`src/rtl/nibble_seq_pkg.sv`:
```
// Shared types and sizing helpers for the nibble-serial add/subtract sequencer.
package nibble_seq_pkg;

  localparam int SLICE_W = 4;

  typedef enum logic [1:0] {
    IDLE = 2'd0,
    RUN  = 2'd1,
    DONE = 2'd2
  } state_t;

  // Slice index width; a single-slice build still needs a 1-bit index.
  function automatic int idx_w(input int nslice);
    return (nslice > 1) ? $clog2(nslice) : 1;
  endfunction

endpackage

```
`src/rtl/ripple_adder.sv`:
```
// 4-bit ripple-carry adder built from full-adder equations.
module ripple_adder (
  output logic       co,
  output logic [3:0] SUM,
  input  logic       ci,
  input  logic [3:0] A,
  input  logic [3:0] B
);

  always_comb begin
    logic w_c;
    w_c = ci;
    SUM = '0;
    for (int i = 0; i < 4; i++) begin
      SUM[i] = A[i] ^ B[i] ^ w_c;
      w_c    = (A[i] & B[i]) | (w_c & (A[i] ^ B[i]));
    end
    co = w_c;
  end

endmodule

```
`src/rtl/nibble_add_sequencer.sv`:
```
// WIDTH-bit add/sub done one nibble per cycle through a shared 4-bit adder, LSB first.
// Result valid NSLICE edges after accept; held in DONE until out_ready, no new request taken meanwhile.
module nibble_add_sequencer
  import nibble_seq_pkg::*;
#(
  parameter int WIDTH = 16
) (
  input  logic             clk,
  input  logic             rst_n,
  input  logic             in_valid,
  output logic             in_ready,
  input  logic             in_sub,
  input  logic [WIDTH-1:0] in_a,
  input  logic [WIDTH-1:0] in_b,
  output logic             out_valid,
  input  logic             out_ready,
  output logic [WIDTH-1:0] out_sum,
  output logic             out_co,
  output logic             out_ovf,
  output logic             busy
);

  localparam int NSLICE = WIDTH / SLICE_W;
  localparam int IW     = idx_w(NSLICE);

  state_t             r_state;
  state_t             w_state_nxt;
  logic [IW-1:0]      r_idx;
  logic               r_carry;
  logic [WIDTH-1:0]   r_a;
  logic [WIDTH-1:0]   r_b;
  logic [WIDTH-1:0]   r_sum;
  logic               r_ovf;

  logic [SLICE_W-1:0] w_a_sl;
  logic [SLICE_W-1:0] w_b_sl;
  logic [SLICE_W-1:0] w_sum_sl;
  logic               w_co;
  logic               w_last;

  assign w_a_sl = r_a[r_idx*SLICE_W +: SLICE_W];
  assign w_b_sl = r_b[r_idx*SLICE_W +: SLICE_W];
  assign w_last = (r_idx == IW'(NSLICE - 1));

  ripple_adder u_adder (
    .co  (w_co),
    .SUM (w_sum_sl),
    .ci  (r_carry),
    .A   (w_a_sl),
    .B   (w_b_sl)
  );

  always_comb begin
    w_state_nxt = r_state;
    case (r_state)
      IDLE:    if (in_valid)  w_state_nxt = RUN;
      RUN:     if (w_last)    w_state_nxt = DONE;
      DONE:    if (out_ready) w_state_nxt = IDLE;
      default: w_state_nxt = IDLE;
    endcase
  end

  always_ff @(posedge clk or negedge rst_n) begin
    if (!rst_n) begin
      r_state <= IDLE;
      r_idx   <= '0;
      r_carry <= 1'b0;
      r_a     <= '0;
      r_b     <= '0;
      r_sum   <= '0;
      r_ovf   <= 1'b0;
    end else begin
      r_state <= w_state_nxt;
      case (r_state)
        IDLE: begin
          if (in_valid) begin
            // Subtract is A + ~B + 1: invert B here, the +1 rides in as the first carry.
            r_a     <= in_a;
            r_b     <= in_sub ? ~in_b : in_b;
            r_carry <= in_sub;
            r_idx   <= '0;
          end
        end
        RUN: begin
          r_sum[r_idx*SLICE_W +: SLICE_W] <= w_sum_sl;
          r_carry                          <= w_co;
          if (w_last) begin
            r_ovf <= (r_a[WIDTH-1] == r_b[WIDTH-1]) &&
                     (w_sum_sl[SLICE_W-1] != r_a[WIDTH-1]);
          end else begin
            r_idx <= r_idx + IW'(1);
          end
        end
        default: ;
      endcase
    end
  end

  assign in_ready  = (r_state == IDLE);
  assign out_valid = (r_state == DONE);
  assign busy      = (r_state == RUN) || (r_state == DONE);
  assign out_sum   = r_sum;
  assign out_co    = r_carry;
  assign out_ovf   = r_ovf;

endmodule
```
`config.mk`:
```
export PLATFORM = sky130hd
export DESIGN_NAME = nibble_add_sequencer
export DESIGN_NICKNAME = d
export VERILOG_FILES = /design/src/rtl/nibble_seq_pkg.sv /design/src/rtl/ripple_adder.sv /design/src/rtl/nibble_add_sequencer.sv
export SDC_FILE = /design/constraint.sdc
export NUM_CORES = 1
export LEC_CHECK = 0
export CORE_UTILIZATION = 25
export CTS_CLUSTER_SIZE = 28
export DETAILED_ROUTE_END_ITERATION = 8
export PLACE_DENSITY_LB_ADDON = 0.12
export SETUP_SLACK_MARGIN = 0.3
export SLEW_MARGIN = 20
export SYNTH_ARGS = -nofsm -noshare
export SYNTH_HDL_FRONTEND = slang
export SYNTH_SLANG_ARGS = --single-unit
```
`constraint.sdc`:
```
create_clock -name clk -period 3.2 [get_ports clk]
set_clock_uncertainty 0.15 [all_clocks]
set_input_delay 0.32 -clock clk [delete_from_list [all_inputs] [get_ports clk]]
set_output_delay 0.32 -clock clk [all_outputs]
set_load 0.1 [all_outputs]
```
; ---- Word-level counts from Yosys, hierarchy flattened
; Cells that the tools add are included.
[classes]
addsub = 2
n_eq_ne = 9
shifts = 4
mux = 11
n_bitwise = 21
n_reduce_logical = 9
[op_table]
columns = op, n
row1 = $neg 4->34, 1
row2 = $shift 4x34->16 const A, 1
row3 = $shiftx 4x34->16, 1
row4 = $shiftx 16x5->4, 2
row5 = $bwmux 16, 1
row6 = $mux 16, 1
row7 = $not 16->16, 1
row8 = $mux 2, 5
row9 = $and 1x1->1, 8
row10 = $xor 1x1->1, 8
row11 = $ne 2x2->1 const B, 3
row12 = $pmux 2 s3, 1
row13 = $reduce_and 2->1, 3
row14 = $reduce_and 3->1, 2
row15 = $eq 2x2->1 const B, 2
row16 = $or 1x1->1, 4
row17 = $pmux 2 s2, 1
row18 = $add 2x1->2 const B, 1
row19 = $eq 2x1->1 const B, 1
row20 = $logic_not 2->1, 1
row21 = $ne 2x1->1 const B, 1
row22 = $pmux 1 s2, 1
row23 = $reduce_bool 2->1, 1
row24 = $eq 1x1->1, 1
row25 = 4 further kinds, 4
[word_totals]
regBits = 54
out_inout_bits = 21

; ---- Depth between registers and ports, before layout
[logic_depth]
depth_word = 11
ltp_mapped = 13

; ---- Cells and area by module
; Synthesis repeated with hierarchy kept, for this count alone.
[hier_totals]
cells_unflattened = 227
area_unflattened_um2 = 2730.1
[modules_own_cells]
columns = module, n_inst, cells_each, area_per_inst_um2, seq_area_each_um2
row1 = nibble_add_sequencer, 1, 213, 2612.5, 1351.3
row2 = ripple_adder, 1, 14, 117.6, 0.0

; ---- Worst setup path before layout
; Ideal clock, no wire load.
[synth_path]
kind = register to register
start = register r_carry, in the netlist out_co
end = register r_ovf, in the netlist out_ovf
setup_time_ns = 0.083
arrival_ns = 3.038
path_slack_ns = -0.071
stages_incl_launch_ff = 12
period_less_slack_ns = 3.271
path_cell_list = dfrtp_1 inv_1 fa_1 inv_1 fa_1 inv_1 fa_1 inv_1 fa_1 and3b_1 a21oi_1 a31oi_1
[synth_via]
elab_chain_cells = 9
[synth_lines]
columns = item, line_no
row1 = "start, declared", nibble_add_sequencer.sv:29  ; logic r_carry;
row2 = "start signal, assigned", nibble_add_sequencer.sv:80  ; r_carry <= in_sub;
row3 = "start signal, assigned", nibble_add_sequencer.sv:86  ; r_carry <= w_co;
row4 = $and 1x1->1, ripple_adder.sv:16  ; w_c = (A[i] & B[i]) | (w_c & (A[i] ^ B[i]));
row5 = $or 1x1->1, ripple_adder.sv:16
row6 = $and 1x1->1, ripple_adder.sv:16
row7 = $or 1x1->1, ripple_adder.sv:16
row8 = $and 1x1->1, ripple_adder.sv:16
row9 = $or 1x1->1, ripple_adder.sv:16
row10 = $xor 1x1->1, ripple_adder.sv:15  ; SUM[i] = A[i] ^ B[i] ^ w_c;
row11 = $ne 1x1->1, nibble_add_sequencer.sv:89  ; (w_sum_sl[SLICE_W-1] != r_a[WIDTH-1]);
row12 = $logic_and 1x1->1, nibble_add_sequencer.sv:88  ; r_ovf <= (r_a[WIDTH-1] == r_b[WIDTH-1]) &&
row13 = "end signal, assigned", nibble_add_sequencer.sv:88
row14 = "end, declared", nibble_add_sequencer.sv:33  ; logic r_ovf;
; No other way between the ends.
; A chain may end at the register's enable or synchronous reset.

; ---- Worst setup path in the final report
[layout_path]
start = register r_idx[0]
end = register r_ovf, in the netlist out_ovf
[layout_via]
elab_chain_cells = 11
[layout_lines]
columns = item, line_no
row1 = "start, declared", nibble_add_sequencer.sv:28  ; logic [IW-1:0] r_idx;
row2 = "start signal, assigned", nibble_add_sequencer.sv:91  ; r_idx <= r_idx + IW'(1);
row3 = $shiftx 16x5->4 (on tied branches), "nibble_add_sequencer.sv:41, nibble_add_sequencer.sv:42"
row4 = $xor 1x1->1, ripple_adder.sv:16
row5 = $and 1x1->1, ripple_adder.sv:16
row6 = $or 1x1->1, ripple_adder.sv:16
row7 = $and 1x1->1, ripple_adder.sv:16
row8 = $or 1x1->1, ripple_adder.sv:16
row9 = $and 1x1->1, ripple_adder.sv:16
row10 = $or 1x1->1, ripple_adder.sv:16
row11 = $xor 1x1->1, ripple_adder.sv:15
row12 = $ne 1x1->1, nibble_add_sequencer.sv:89
row13 = $logic_and 1x1->1, nibble_add_sequencer.sv:88
; Parallel ways exist; a longest one is shown, timed or not.

==> metrics.yaml <==
synth:
  avg_cell_area_syn_sq_um: 11.89
  synth.ff_latch_count: 54
  main_flop_type_after_synthesis: "dfrtp_1"
  basic_gate_share_of_the_synthesized_area_counting_and_or_nand_and_nor_cells: 0.09241
  number_of_synthesized_flops_with_an_enable_pin: 0
  seq_area_frac_synth: 0.4941
  synth_top_area_cell: "dfrtp_1"
  netlist_area_sq_mm: 0.002735
  post_synth_num_cell_types: 31
  synthDominantCellAreaShare: 0.4941
  synthesis.instances: 230
  post_synth_mux_area_share: 0.1478
  yosysWarningCount: 0
  largest_family_of_logic_cells_by_synthesized_area: "multiplexers"
  synth-xor-area-share: 0.05124
  async_reset_ff_frac: 1.000
  synth-compound-area-share: 0.09561
  postSynthNetCount: 280
  synthTopCellsByArea: "dfrtp_1 49%, mux2_2 7.0%, mux4_1 5.8%"
  synthAdderAreaFrac: 0.07045
final_layout:
  stdcell_count: 432
  antenna_cells: 0
  design.final.nets: 345
  area_growth_pct: 30.28
  final_layout_size_suffix_gt1_frac: 0.2601
  layout.cells.most_common_list: "52 x dfrtp_1, 35 x clkdlybuf4s50_1, 34 x nand2_1"
  layout_commonest_cell: "dfrtp_1"
placement:
  dpl.cell_count: 422
  port_buffers: 57
  dpl_worst_slack_ns: 0.07203
  globalplace.congestion: 0.7006
  detailedPlacementHpwl_mm: 4.655
worst_setup_path:
  cp.required_ns: 3.21
  worstPathArrival_ns: 3.07
  max_fanout_on_critical_path: 5
  cp-start-kind: "flop"
  worst_reg_to_reg_path_cell_count: 12
  rr_endpoint: "out_ovf"
  reg2reg_slack_ns: 0.14
  timing.setup.critical_path_class: "reg2reg"
  crit-reg2reg-launch: "r_idx[0]"
  worstSetupEndpointType: "flop"
status:
  status: "completed"
global_routing:
  grt_util_met3: 0.02249
  most_crowded_layer_after_global_routing: "met2"
  grt_pass1_wl_mm: 9.853
  globalRouteMet1Util: 0.1543
  number_of_global_route_vias_before_repair: 1896
  grt_max_degree: 28
  grt-ovfl-total: 0
  number_of_antenna_violations_at_the_first_check_in_global_routing: 0
  globalRouteMet2Util: 0.1853
  globalRouteTotalUtil: 0.1130
worst_hold_path:
  worstHoldPathCells: 2
  hold_path_class: "reg2reg"
  whs_endpoint: "out_sum[2]"
  holdCritStartpoint: "out_sum[2]"
clock_network:
  clkTransAtPathRegs_ns: 0.10
  clk-insertion-delay-late_ns: 0.31
  max-clock-path-buffers: 2
  cts_sinks: 54
  clock_tree.htree_level_count: 2
  ctsRootBufferMaster: "clkbuf_8"
  cts_inserted_buffers: 5
  cts_tree: "yes"
sta:
  worst_pin_slew_ns: 0.7447
  peak_clock_frequency_supported_by_timing_ghz: 0.3265
  min_period_over_period: 0.9570
  holdWs_ns: 0.3333
  maxSlewHeadroom: 0.5023
  final_period_minus_worst_setup_slack_ns: 3.062
  rsz_0062_raised_after_global_routing: "yes"
  hold_viol: 0
  timing.final.max_slew_violations: 0
  totalNegativeSetupSlack_ns: 0
  setup_violations: 0
  postLayoutSetupSlackWorst_ns: 0.1376
die:
  die_height_um: 106.6
  die_area_sq_mm: 0.01136
  floorplan.initialDensity: 0.2614
  die_x_um: 106.6
  io-pin-count: 58
  core_region_area_sq_mm: 0.01046
  placement_rows: 37
route:
  drtIter0Drc: 54
  drt_first_pass_iters: 6
  routed_wirelength_mm: 6.025
  detail_route.drc_violations: 0
  final_antenna_net_count: 0
  vias_per_cell: 4.231
  avgRoutedWirePerCell_um: 13.95
  routed-via-count: 1828
run:
  max_cap_violations: 0
-- worst max-delay path by stage --
stage             start      end
6_report       r_idx[0]  out_ovf
5_1_grt        r_idx[0]  out_ovf
4_1_cts        r_idx[0]  out_ovf
3_5_place_dp   r_idx[0]  out_ovf
3_3_place_gp   r_idx[0]  out_ovf
2_1_floorplan  r_idx[0]  out_ovf
-- layout make-up --
class,count,area (sq um)
multi-input cells,150,1261
repair buffers,69,609.3
flip-flops and latches,54,1354
clock buffers,5,68.82
well taps,136,170.2
clock inverters,3,43.79
inverters,15,56.30
fillers,1115,6899
-- sequential cells by signal (all words and copies together), names as in the netlist --
register  cells
out_sum      16
r_a          16
r_b          16
r_idx         2
r_state       2
out_co        1
out_ovf       1
-- synthesized netlist by cell type (all sizes together), types with 3 or more instances --
master	number
nand2	35
inv	15
ha	9
fa	4
nand2b	3
a22o	9
a31oi	3
xnor2	16
buf	9
mux4	8
o21ai	24
dfrtp	54
nand4	3
nand3	3
and4	3
mux2	17
-- timing repair --
item / in CTS / in global routing
hold buffers: 1 / 0
setup endpoints to repair: 5 / 5
gates resized for setup: 10 / 3
setup buffers: 1 / 0
endpoints found under the hold margin: 25 / 0
pin swaps: 5 / 4
-- layer usage --
metal	vias to the layer above	routed length [um]
met2	42	2832
li1	923	-
met1	859	2896
met4	0	41
met3	4	254
met5	-	0
-- kinds of logic after synthesis --
group	Yosys count
flip-flops	54
AND/OR/NAND/NOR	53
AO/OA/AOI/OAI	42
buffers and inverters	26
multiplexers	26
XOR/XNOR	16
adder cells (fa/ha/maj)	13
-- worst max-delay path, cell delays in order, from the launching register on --
cell and delay (ns):
dfrtp_2 0.44, mux4_2 0.52, inv_2 0.08, fa_2 0.20, inv_2 0.04, fa_2 0.32
inv_2 0.06, fa_2 0.18, inv_2 0.04, fa_1 0.53, and3b_1 0.19, a21oi_2 0.09
a31oi_1 0.08
-- stage by stage --
| stage | instance area (sq um) | util |
|---|---|---|
| after floorplan | 2729 | - |
| after global placement | 3411 | 0.3260 |
| after detailed placement | 3411 | 0.3260 |
| after CTS | 3556 | 0.3399 |
| after global routing | 3563 | 0.3406 |
| final | 3563 | 0.3406 |
Power is left out: the tool's default activity adds up to more than one toggle a clock period on the data nets, which glitch-free logic cannot reach.
==> edit, RTL diff (same settings) <==
`WIDTH`: 16 -> 12.
--- a/src/rtl/nibble_add_sequencer.sv
+++ b/src/rtl/nibble_add_sequencer.sv
@@ -4,5 +4,5 @@
   import nibble_seq_pkg::*;
 #(
-  parameter int WIDTH = 16
+  parameter int WIDTH = 12
 ) (
   input  logic             clk,
Ports: changed (resized in_a, in_b and out_sum); port bits go from 58 to 46. No check against the original RTL was run, so the function may have changed too.
==> edit against the unedited design <==
  * Critical path depth decreased by 1
  * Area after synthesis decreased by 20%
  * Setup slack improved by 160 ps
  * Sequential cell count decreased by 12
  * First-iteration DRC count decreased by 24%
  * Final area decreased by 20%
  * Wire length decreased by 20%
  * Critical path type unchanged
  * Largest cell class is now multi-input gates
  * Highest routed layer unchanged
Power is not shown: default switching activity piles up to over one toggle a cycle in this logic, so the estimate is an artifact.
==> edit: results (changes against the unedited design) <==
| Metric | Value |
|---|---|
| Slew at the pin closest to its max-slew limit | 744 ps (-0.742 ps) |
| Syn Nets | 248 (-11%) |
| WL met3 | 169 um (-33%) |
| Initial antenna violation count | 0 (unchanged) |
| Status | complete, no violations |
| R2r startpoint | r_idx[0] |
| Met2 Resource Use GR | 18.6% (+0.11 points) |
| Yosys cell types | 35 (+13%) |
| Die area | 0.00910 sq mm (-20%) |
| Routed metal-1 wirelength | 2.46 mm (-15%) |
| Post-CTS setup buffer count | 2 (+1) |
| Vias in the first global route | 1684 (-11%) |
| Total GRT Usage | 11.9% (+0.58 points) |
| Clock Pin Slew Worst Setup and Hold Paths | 80 ps (-20 ps) |
| CP Max Fanout | 6 (+1) |
| Post-synth ARST share | 100% (unchanged) |
| Routing usage on met3 | 2.39% (+0.14 points) |
| Max Buffers Root-to-Sink | 2 (unchanged) |
| HP Start | out_sum[6] |
| Largest cells by area after synthesis | dfrtp_1 (48%), mux2_2 (6.7%), nand2_1 (5.9%) |
| WS Path Type | register to register |
| Initial DRC count | 41 (-24%) |
| # resized after CTS | 5 (-5) |
| Root buffer cell | clkbuf_8 |
| Syn. warnings | 0 (unchanged) |
| Post-synth top flop | dfrtp_1 |
| Met1 GRT Util | 16.5% (+1.1 points) |
| HP Class | register to register |
| First-pass GRT wire length | 8.33 mm (-15%) |
| Area after DPL | 0.00271 sq mm (-21%) |
| Vias per cell | 4.27 (+0.81%) |
| Met2 WL | 2.15 mm (-24%) |
| Sequential area share after synthesis | 48.2% (-1.2 points) |
| Synthesized area per cell | 10.5 sq um (-11%) |
| Layout cells sized above 1 | 24.6% (-1.4 points) |
| Fill cell count | 908 (-19%) |
| Wire length per cell | 13.2 um (-5.5%) |
| Nets | 300 (-13%) |
| Clk Latency, worst-skew pair | 290 ps (-20 ps) |
| Ant diodes | 0 (unchanged) |
| Most frequent cells after synthesis | dfrtp_1 (42), nand2_1 (34), o21ai_0 (24) |
| DRT Pass-1 Iters | 4 (-2) |
| Placed Instances | 353 (-16%) |
| I/O Buffers | 45 (-21%) |
| Via count | 1557 (-15%) |
| Largest net degree at the start of global routing | 43 (+54%) |
| GPL Wtd Cong | 0.777 (+11%) |
| Worst path arrival time | 2960 ps (-110 ps) |
| CTS Buf Count | 5 (unchanged) |
| HPWL Detailed | 3.56 mm (-24%) |
| H-Tree Depth | 2 (unchanged) |
edit: cell types whose count changed after synthesis, moves of 4 or more:
cell | before | now
nor2_1 | 2 | 8
mux4_1 | 6 | 0
inv_1 | 15 | 7
xnor2_1 | 16 | 12
mux2_2 | 17 | 13
dfrtp_1 | 54 | 42
a22o_1 | 9 | 3
mux2i_1 | 1 | 8
a21oi_1 | 2 | 6
edit: per-stage QoR:
stage / hold slack (ps) / util, % / setup slack [ps]
finish: 333 / 34.4 / 296
floorplan: -126 / - / 244
CTS: 68.0 / 33.9 / 322
global placement: 314 / 32.4 / 244
detailed placement: 323 / 32.4 / 131
global route: 373 / 34.4 / 192
edit: cells by family after synthesis:
family                   share of synthesized area (%)
multiplexers                                      10.4
buffers and inverters                             4.07
adder cells (fa/ha/maj)                           8.26
AND/OR/NAND/NOR                                   12.3
XOR/XNOR                                          4.82
AO/OA/AOI/OAI                                     12.0
flip-flops                                        48.2
edit: cell type report:
cell class,instances,area share [%]
clock buffer,6,2.88
multi-input combinational,148,37.4
clock inverter,2,0.437
tap,105,4.59
timing repair buffer,55,17.0
inverter,7,0.917
sequential,42,36.8
edit: path summary, 6_finish.rpt:
path / end / slack [ps] / depth (start not counted)
hold reg to reg: out_sum[6] / 330 / 2
min in group asynchronous: out_sum[1] / 410 / 2
max in group asynchronous: r_idx[0] / 2090 / 2
setup reg to reg: out_ovf / 300 / 11
hold / removal: out_sum[6] / 330 / 2
setup / recovery: out_ovf / 300 / 11
edit: worst max-delay path, stage by stage, from the launching register on:
cell and delay [ps]:
dfrtp_2 480, mux2i_1 160, o21ai_2 170, fa_2 230, inv_2 40, fa_2 340
fa_2 340, inv_2 60, fa_2 460, and3b_1 250, a21oi_2 30, a31oi_1 120
